## config.mk

```make
export PLATFORM = sky130hd
export DESIGN_NAME = bitbang_sample
export DESIGN_NICKNAME = d
export VERILOG_FILES = /design/src/rtl/bitbang_pkg.sv /design/src/rtl/io_sync_bit.sv /design/src/rtl/bitbang_sample.sv
export SDC_FILE = /design/constraint.sdc
export NUM_CORES = 1
export LEC_CHECK = 0
export ABC_AREA = 0
export CAP_MARGIN = 40
export CORE_MARGIN = 2
export CORE_UTILIZATION = 37
export DETAILED_ROUTE_END_ITERATION = 6
export PLACE_DENSITY = 0.66
export SLEW_MARGIN = 20
export SYNTH_ARGS = -nofsm -noshare
export SYNTH_HDL_FRONTEND = slang
export SYNTH_HIERARCHICAL = 1
export SYNTH_SLANG_ARGS = --single-unit
```

## constraint.sdc

```tcl
create_clock -name in_clk -period 3 [get_ports in_clk]
set_input_delay 0.6 -clock in_clk [delete_from_list [all_inputs] [get_ports in_clk]]
set_output_delay 0.6 -clock in_clk [all_outputs]
set_load 0.05 [all_outputs]
```

## src/rtl/bitbang_pkg.sv

```systemverilog
// rtl/bitbang_pkg.sv - shared constants and helpers for the bitbang pin sampler
package bitbang_pkg;

  // Default pin count and timestamp width of the sampler
  localparam int IO_NUM_OF_DEFAULT = 10;
  localparam int TS_WIDTH_DEFAULT  = 16;

  // One event record is {pin snapshot, timestamp}
  localparam int EVT_WIDTH = IO_NUM_OF_DEFAULT + TS_WIDTH_DEFAULT;

  // Cycles after reset release during which edge detection is suppressed
  localparam int WARMUP_CYCLES = 3;

  // Event record width for an arbitrary configuration
  function automatic int evt_width(input int io_num, input int ts_width);
    return io_num + ts_width;
  endfunction

  // FIFO address width; a wrap bit is added on top by the user
  function automatic int ptr_width(input int depth);
    return (depth > 2) ? $clog2(depth) : 1;
  endfunction

endpackage

```

## src/rtl/io_sync_bit.sv

```systemverilog
// rtl/io_sync_bit.sv - per-pin 2-flop synchronizer with optional debounce (BITBANG_SAMPLE_DEBOUNCE_EN)
module io_sync_bit #(
  parameter int DEBOUNCE_CYCLES = 8
) (
  input  logic in_clk,
  input  logic in_rst_n,
  input  logic in_pin,
  input  logic in_warm,
  output logic out_cur
);

  logic sync1_q, sync1_d;
  logic sync2_q, sync2_d;

  // Two-stage synchronizer next state
  always_comb begin
    sync1_d = in_pin;
    sync2_d = sync1_q;
  end

  // Synchronizer flops
  always_ff @(posedge in_clk or negedge in_rst_n) begin
    if (!in_rst_n) begin
      sync1_q <= 1'b0;
      sync2_q <= 1'b0;
    end else begin
      sync1_q <= sync1_d;
      sync2_q <= sync2_d;
    end
  end

`ifdef BITBANG_SAMPLE_DEBOUNCE_EN
  localparam int CNT_W = $clog2(DEBOUNCE_CYCLES + 1);
  localparam logic [CNT_W-1:0] CNT_LAST = CNT_W'(DEBOUNCE_CYCLES - 1);

  logic             cur_q, cur_d;
  logic [CNT_W-1:0] cnt_q, cnt_d;

  // Debounce: accept a new level only after it has held for DEBOUNCE_CYCLES samples;
  // during warm-up follow the synchronizer so the reset-time level is not an event
  always_comb begin
    cur_d = cur_q;
    cnt_d = '0;
    if (in_warm) begin
      cur_d = sync2_d;
    end else if (sync2_q != cur_q) begin
      if (cnt_q == CNT_LAST) begin
        cur_d = sync2_q;
      end else begin
        cnt_d = cnt_q + CNT_W'(1);
      end
    end
  end

  // Debounced level and stability counter
  always_ff @(posedge in_clk or negedge in_rst_n) begin
    if (!in_rst_n) begin
      cur_q <= 1'b0;
      cnt_q <= '0;
    end else begin
      cur_q <= cur_d;
      cnt_q <= cnt_d;
    end
  end

  assign out_cur = cur_q;
`else
  logic unused_cfg;
  assign unused_cfg = in_warm & (DEBOUNCE_CYCLES > 0);
  assign out_cur    = sync2_q;
`endif

endmodule

```

## src/rtl/bitbang_sample.sv

```systemverilog
// rtl/bitbang_sample.sv - bitbang pin edge sampler with timestamped event FIFO (option: BITBANG_SAMPLE_DEBOUNCE_EN)
module bitbang_sample
  import bitbang_pkg::*;
#(
  parameter int IO_NUM_OF       = IO_NUM_OF_DEFAULT,
  parameter int FIFO_DEPTH      = 4,
  parameter int TS_WIDTH        = TS_WIDTH_DEFAULT,
  parameter int DEBOUNCE_CYCLES = 8
) (
  input  logic                 in_clk,
  input  logic                 in_rst_n,
  input  logic [IO_NUM_OF-1:0] in_io_pins,
  input  logic [IO_NUM_OF-1:0] in_rise_en,
  input  logic [IO_NUM_OF-1:0] in_fall_en,
  input  logic                 in_ovf_clr,
  output logic                 out_evt_valid,
  input  logic                 in_evt_ready,
  output logic [IO_NUM_OF-1:0] out_evt_pins,
  output logic [TS_WIDTH-1:0]  out_evt_ts,
  output logic [IO_NUM_OF-1:0] out_pins_sync,
  output logic                 out_overflow
);

  localparam int EVT_W = evt_width(IO_NUM_OF, TS_WIDTH);
  localparam int PTR_W = ptr_width(FIFO_DEPTH);
  localparam logic [1:0]     WARM_DONE = 2'(WARMUP_CYCLES);
  localparam logic [PTR_W:0] PTR_ONE   = (PTR_W + 1)'(1);

  logic [IO_NUM_OF-1:0] cur;
  logic [IO_NUM_OF-1:0] prev_q, prev_d;
  logic [TS_WIDTH-1:0]  ts_q, ts_d;
  logic [1:0]           warm_q, warm_d;
  logic                 warming;

  logic [EVT_W-1:0]     mem_q [FIFO_DEPTH];
  logic [EVT_W-1:0]     mem_d [FIFO_DEPTH];
  logic [PTR_W:0]       wr_ptr_q, wr_ptr_d;
  logic [PTR_W:0]       rd_ptr_q, rd_ptr_d;
  logic                 ovf_q, ovf_d;

  logic [IO_NUM_OF-1:0] edge_r, edge_f;
  logic                 evt, empty, full, push, pop;

  assign warming = (warm_q != WARM_DONE);

  for (genvar i = 0; i < IO_NUM_OF; i++) begin : g_sync
    io_sync_bit #(
      .DEBOUNCE_CYCLES(DEBOUNCE_CYCLES)
    ) u_sync (
      .in_clk  (in_clk),
      .in_rst_n(in_rst_n),
      .in_pin  (in_io_pins[i]),
      .in_warm (warming),
      .out_cur (cur[i])
    );
  end

  // Edge detection, event qualification and FIFO next state
  always_comb begin
    prev_d   = cur;
    ts_d     = ts_q + TS_WIDTH'(1);
    warm_d   = warming ? warm_q + 2'd1 : warm_q;
    mem_d    = mem_q;
    wr_ptr_d = wr_ptr_q;
    rd_ptr_d = rd_ptr_q;
    ovf_d    = ovf_q;

    edge_r = cur & ~prev_q & in_rise_en;
    edge_f = ~cur & prev_q & in_fall_en;
    evt    = (|(edge_r | edge_f)) && !warming;

    empty = (wr_ptr_q == rd_ptr_q);
    full  = (wr_ptr_q[PTR_W] != rd_ptr_q[PTR_W]) &&
            (wr_ptr_q[PTR_W-1:0] == rd_ptr_q[PTR_W-1:0]);
    pop   = !empty && in_evt_ready;
    push  = evt && (!full || pop);

    if (push) begin
      mem_d[wr_ptr_q[PTR_W-1:0]] = {cur, ts_q};
      wr_ptr_d = wr_ptr_q + PTR_ONE;
    end
    if (pop) begin
      rd_ptr_d = rd_ptr_q + PTR_ONE;
    end

    // A drop in the same cycle as a clear keeps the flag set
    if (in_ovf_clr) begin
      ovf_d = 1'b0;
    end
    if (evt && full && !pop) begin
      ovf_d = 1'b1;
    end
  end

  // All sampler and FIFO state
  always_ff @(posedge in_clk or negedge in_rst_n) begin
    if (!in_rst_n) begin
      prev_q   <= '0;
      ts_q     <= '0;
      warm_q   <= '0;
      wr_ptr_q <= '0;
      rd_ptr_q <= '0;
      ovf_q    <= 1'b0;
      for (int i = 0; i < FIFO_DEPTH; i++) begin
        mem_q[i] <= '0;
      end
    end else begin
      prev_q   <= prev_d;
      ts_q     <= ts_d;
      warm_q   <= warm_d;
      wr_ptr_q <= wr_ptr_d;
      rd_ptr_q <= rd_ptr_d;
      ovf_q    <= ovf_d;
      mem_q    <= mem_d;
    end
  end

  assign out_evt_valid               = !empty;
  assign {out_evt_pins, out_evt_ts}  = mem_q[rd_ptr_q[PTR_W-1:0]];
  assign out_pins_sync               = cur;
  assign out_overflow                = ovf_q;

endmodule
```

==> flow_summary.json <==
{
  "outcome": "finished clean",
  "dr.first_iter.drc_count": 152,
  "grt_usage_pct": 15.0,
  "core_area_sq_um": 17400,
  "cts_hold_buf": 0,
  "ios": 72,
  "wl_per_cell_um": 17.4,
  "cp-endpoint": "out_evt_ts[11]",
  "syn_to_final_growth_pct": 23.6,
  "design.die.area_sq_um": 18900,
  "avgViaCountPerCell": 5.10,
  "drc": 0,
  "finalNonFillerCells": 732,
  "critical-path-top-delay-family": "multiplexers",
  "vdd_drop_max_mv": 0.730,
  "timing.rr.end": "mem_q[52]",
  "relSlewSlack_pct": 66.2,
  "path_buf_inv": 2,
  "critPathArrivalTime_ns": 1.99,
  "synth_fp_nets": 450,
  "fin_tns_setup_ns": 0,
  "cts_tree": "yes",
  "cts_setup_buffers": 0,
  "ys_types": 28,
  "post_cts_resized": 0,
  "synth.avg_cell_area_sq_um": 16.1,
  "crit_fanout": 23,
  "tightest_slew_ns": 0.503,
  "grt_pass1_wl_um": 21000,
  "holdWs_ns": 0.165,
  "dr_total_vias": 3735,
  "clk_pin_slew_ns": 0.06,
  "cts_buffers": 17,
  "yosysSeqAreaShare_pct": 60.3,
  "dp_hpwl_um": 8460,
  "clock_skew_ns": 0.00605,
  "period_needed_ns": 2.59,
  "grt_pass1_vias": 3994,
  "cts.htree.levels": 4,
  "insertedDiodeCount": 0,
  "cp.depth": 3,
  "grt_max_degree": 81,
  "rsz0062_at_grt": "no",
  "yosys_warnings": 6,
  "path_class": "flip-flop to primary output",
  "firstDrtPassIters": 4,
  "crit_start": "rd_ptr_q[0]",
  "timing.reg2reg.setup_slack_ns": 0.92,
  "timing.fmax_mhz": 386,
  "synthMuxAreaShare_pct": 27.1,
  "wl_um": 12800,
  "initial_core_util_pct": 38.0,
  "reg2reg_from": "g_sync[6].u_sync/out_cur",
  "p_per_area_nw_per_um2": 1040,
  "final-setup-viol-count": 0,
  "yosys.area_share.simple_pct": 5.25,
  "ant_nets": 0,
  "critPathSlowestCell": "mux4_2",
  "synth_adder_area_share_pct": 1.33,
  "antenna_found_initial": 0,
  "required_ns": 2.40,
  "clock_latency_ns": 0.42,
  "rows": 48,
  "maxCapViolations": 0,
  "startpoint_type": "flip-flop",
  "critical_path.max_stage_delay_ns": 0.57,
  "die_h_um": 138,
  "synth_compound_area_share_pct": 1.21,
  "root_buffer": "clkbuf_16",
  "finalCritPeriodShare_pct": 86.4,
  "drive_gt1_share_pct": 40.0,
  "dp.cells": 701,
  "power_leakage_nw": 3.54,
  "syn-cell-area_sq_um": 6600,
  "clock_sinks": 159,
  "grt_overflow": 0,
  "cp_cell_sequence": "buf_12, mux4_2, buf_4",
  "rr_worst_depth": 6,
  "routabilityCongestion": 0.804,
  "synth_cells": 409,
  "slew_violations": 0,
  "synth_xor_area_share_pct": 2.92,
  "hold_viol": 0,
  "hp-class": "input pin to async pin",
  "clockBufferDepth": 2,
  "ys_ff_latch": 159,
  "die_w_um": 138,
  "final_util_pct": 47.0,
  "layout.nets": 537,
  "portBuffers": 71,
  "worst_setup_path_end_kind": "primary output",
  "synth_top_family_by_area": "multiplexers"
}
cell usage in the layout (no fill, tap or decap), types with 2 or more instances in the layout:
master / count
xor2_1: 2
a21oi_2: 4
clkbuf_16: 17
and3_1: 4
nand3b_1: 13
o21ai_0: 4
nand4_1: 5
buf_12: 6
clkbuf_1: 3
nand3_1: 12
clkinv_2: 5
clkdlybuf4s50_1: 43
mux2_2: 101
xnor2_1: 20
mux2_1: 6
nand2_1: 13
clkbuf_8: 3
mux4_2: 26
buf_4: 34
inv_1: 5
dfrtp_1: 158
and4_1: 2
ha_1: 7
nor4_4: 2
layout make-up:
cell class | count | area (sq um)
Fill cell | 1495 | 9190
Multi-Input combinational cell | 228 | 2500
Inverter | 5 | 18.8
Tap cell | 225 | 282
Clock buffer | 23 | 478
Sequential cell | 159 | 3980
Clock inverter | 7 | 62.6
Timing Repair Buffer | 85 | 845
Yosys cell counts:
master / count / area, sq um
buf_2: 3 / 15.0
inv_1: 5 / 18.8
xnor2_1: 20 / 175
o32ai_1: 1 / 8.76
o22ai_1: 1 / 6.26
and3_1: 4 / 25.0
and2_1: 1 / 6.26
buf_6: 2 / 22.5
nand2_1: 13 / 48.8
o21ai_1: 1 / 5.00
dfrtp_1: 159 / 3980
a21oi_1: 1 / 5.00
xor2_1: 2 / 17.5
mux4_2: 26 / 586
and2_0: 1 / 6.26
nand4_1: 5 / 31.3
nor4_4: 2 / 42.5
o21ai_0: 4 / 20.0
buf_4: 7 / 52.6
clkbuf_1: 5 / 18.8
nand3b_1: 13 / 97.6
ha_1: 7 / 87.6
nand4bb_1: 1 / 11.3
a21oi_2: 4 / 35.0
mux2_2: 101 / 1140
and4_1: 2 / 17.5
mux2_1: 6 / 67.6
nand3_1: 12 / 60.1
flip-flops by register name, summed over array words and instances, names as in the netlist:
name	count
out_overflow	1
ts_q	16
rd_ptr_q	3
warm_q	2
g_sync.u_sync/sync1_q	10
mem_q	104
wr_ptr_q	3
prev_q	10
g_sync.u_sync/out_cur	10
cells by family (layout without fill, tap and decap cells):
| group | Yosys count | in the layout |
|---|---|---|
| buffers and inverters | 22 | 120 |
| adders and majority gates | 7 | 7 |
| xor gates and xnor gates | 22 | 22 |
| DFF | 159 | 159 |
| AOI/OAI and AO/OA | 12 | 12 |
| and+or+nand+nor | 54 | 54 |
| muxes | 133 | 133 |
power by group:
part           internal, mW  switching (mW)
Combinational          1.64            1.91
Clock                  1.19           0.781
Sequential             2.65           0.297
Total                  5.47            2.99
per-layer routing:
layer | track usage [%] | share of wire [%] | vias up
li1 | - | - | 1672
met1 | 19.0 | 44 | 1977
met2 | 23.8 | 50 | 76
met3 | 5.63 | 5.7 | 10
met4 | 4.87 | 0.68 | 0
met5 | 0 | 0 | -
how the worst min path moves through the flow:
stage,slack [ns],start,endpoint
4_1_cts,0.24,in_rst_n,mem_q[81]
6_report,0.16,in_rst_n,mem_q[81]
2_1_floorplan,0.30,in_rst_n,g_sync[0].u_sync/out_cur
3_3_place_gp,0.33,g_sync[0].u_sync/sync1_q,g_sync[0].u_sync/out_cur
5_1_grt,0.18,in_rst_n,mem_q[81]
3_5_place_dp,0.34,g_sync[7].u_sync/sync1_q,g_sync[7].u_sync/out_cur
metrics by stage:
stage | instance area (sq um) | setup WS (ns) | power [mW]
2_1_floorplan | 6600 | 0.764 | 5.50
3_3_place_gp | 7590 | 0.418 | 6.50
3_5_place_dp | 7590 | 0.391 | 6.60
4_1_cts | 8140 | 0.332 | 8.59
5_1_grt | 8160 | 0.280 | 8.92
6_report | 8160 | 0.409 | 8.46
Power figures use the tool's default switching activity.
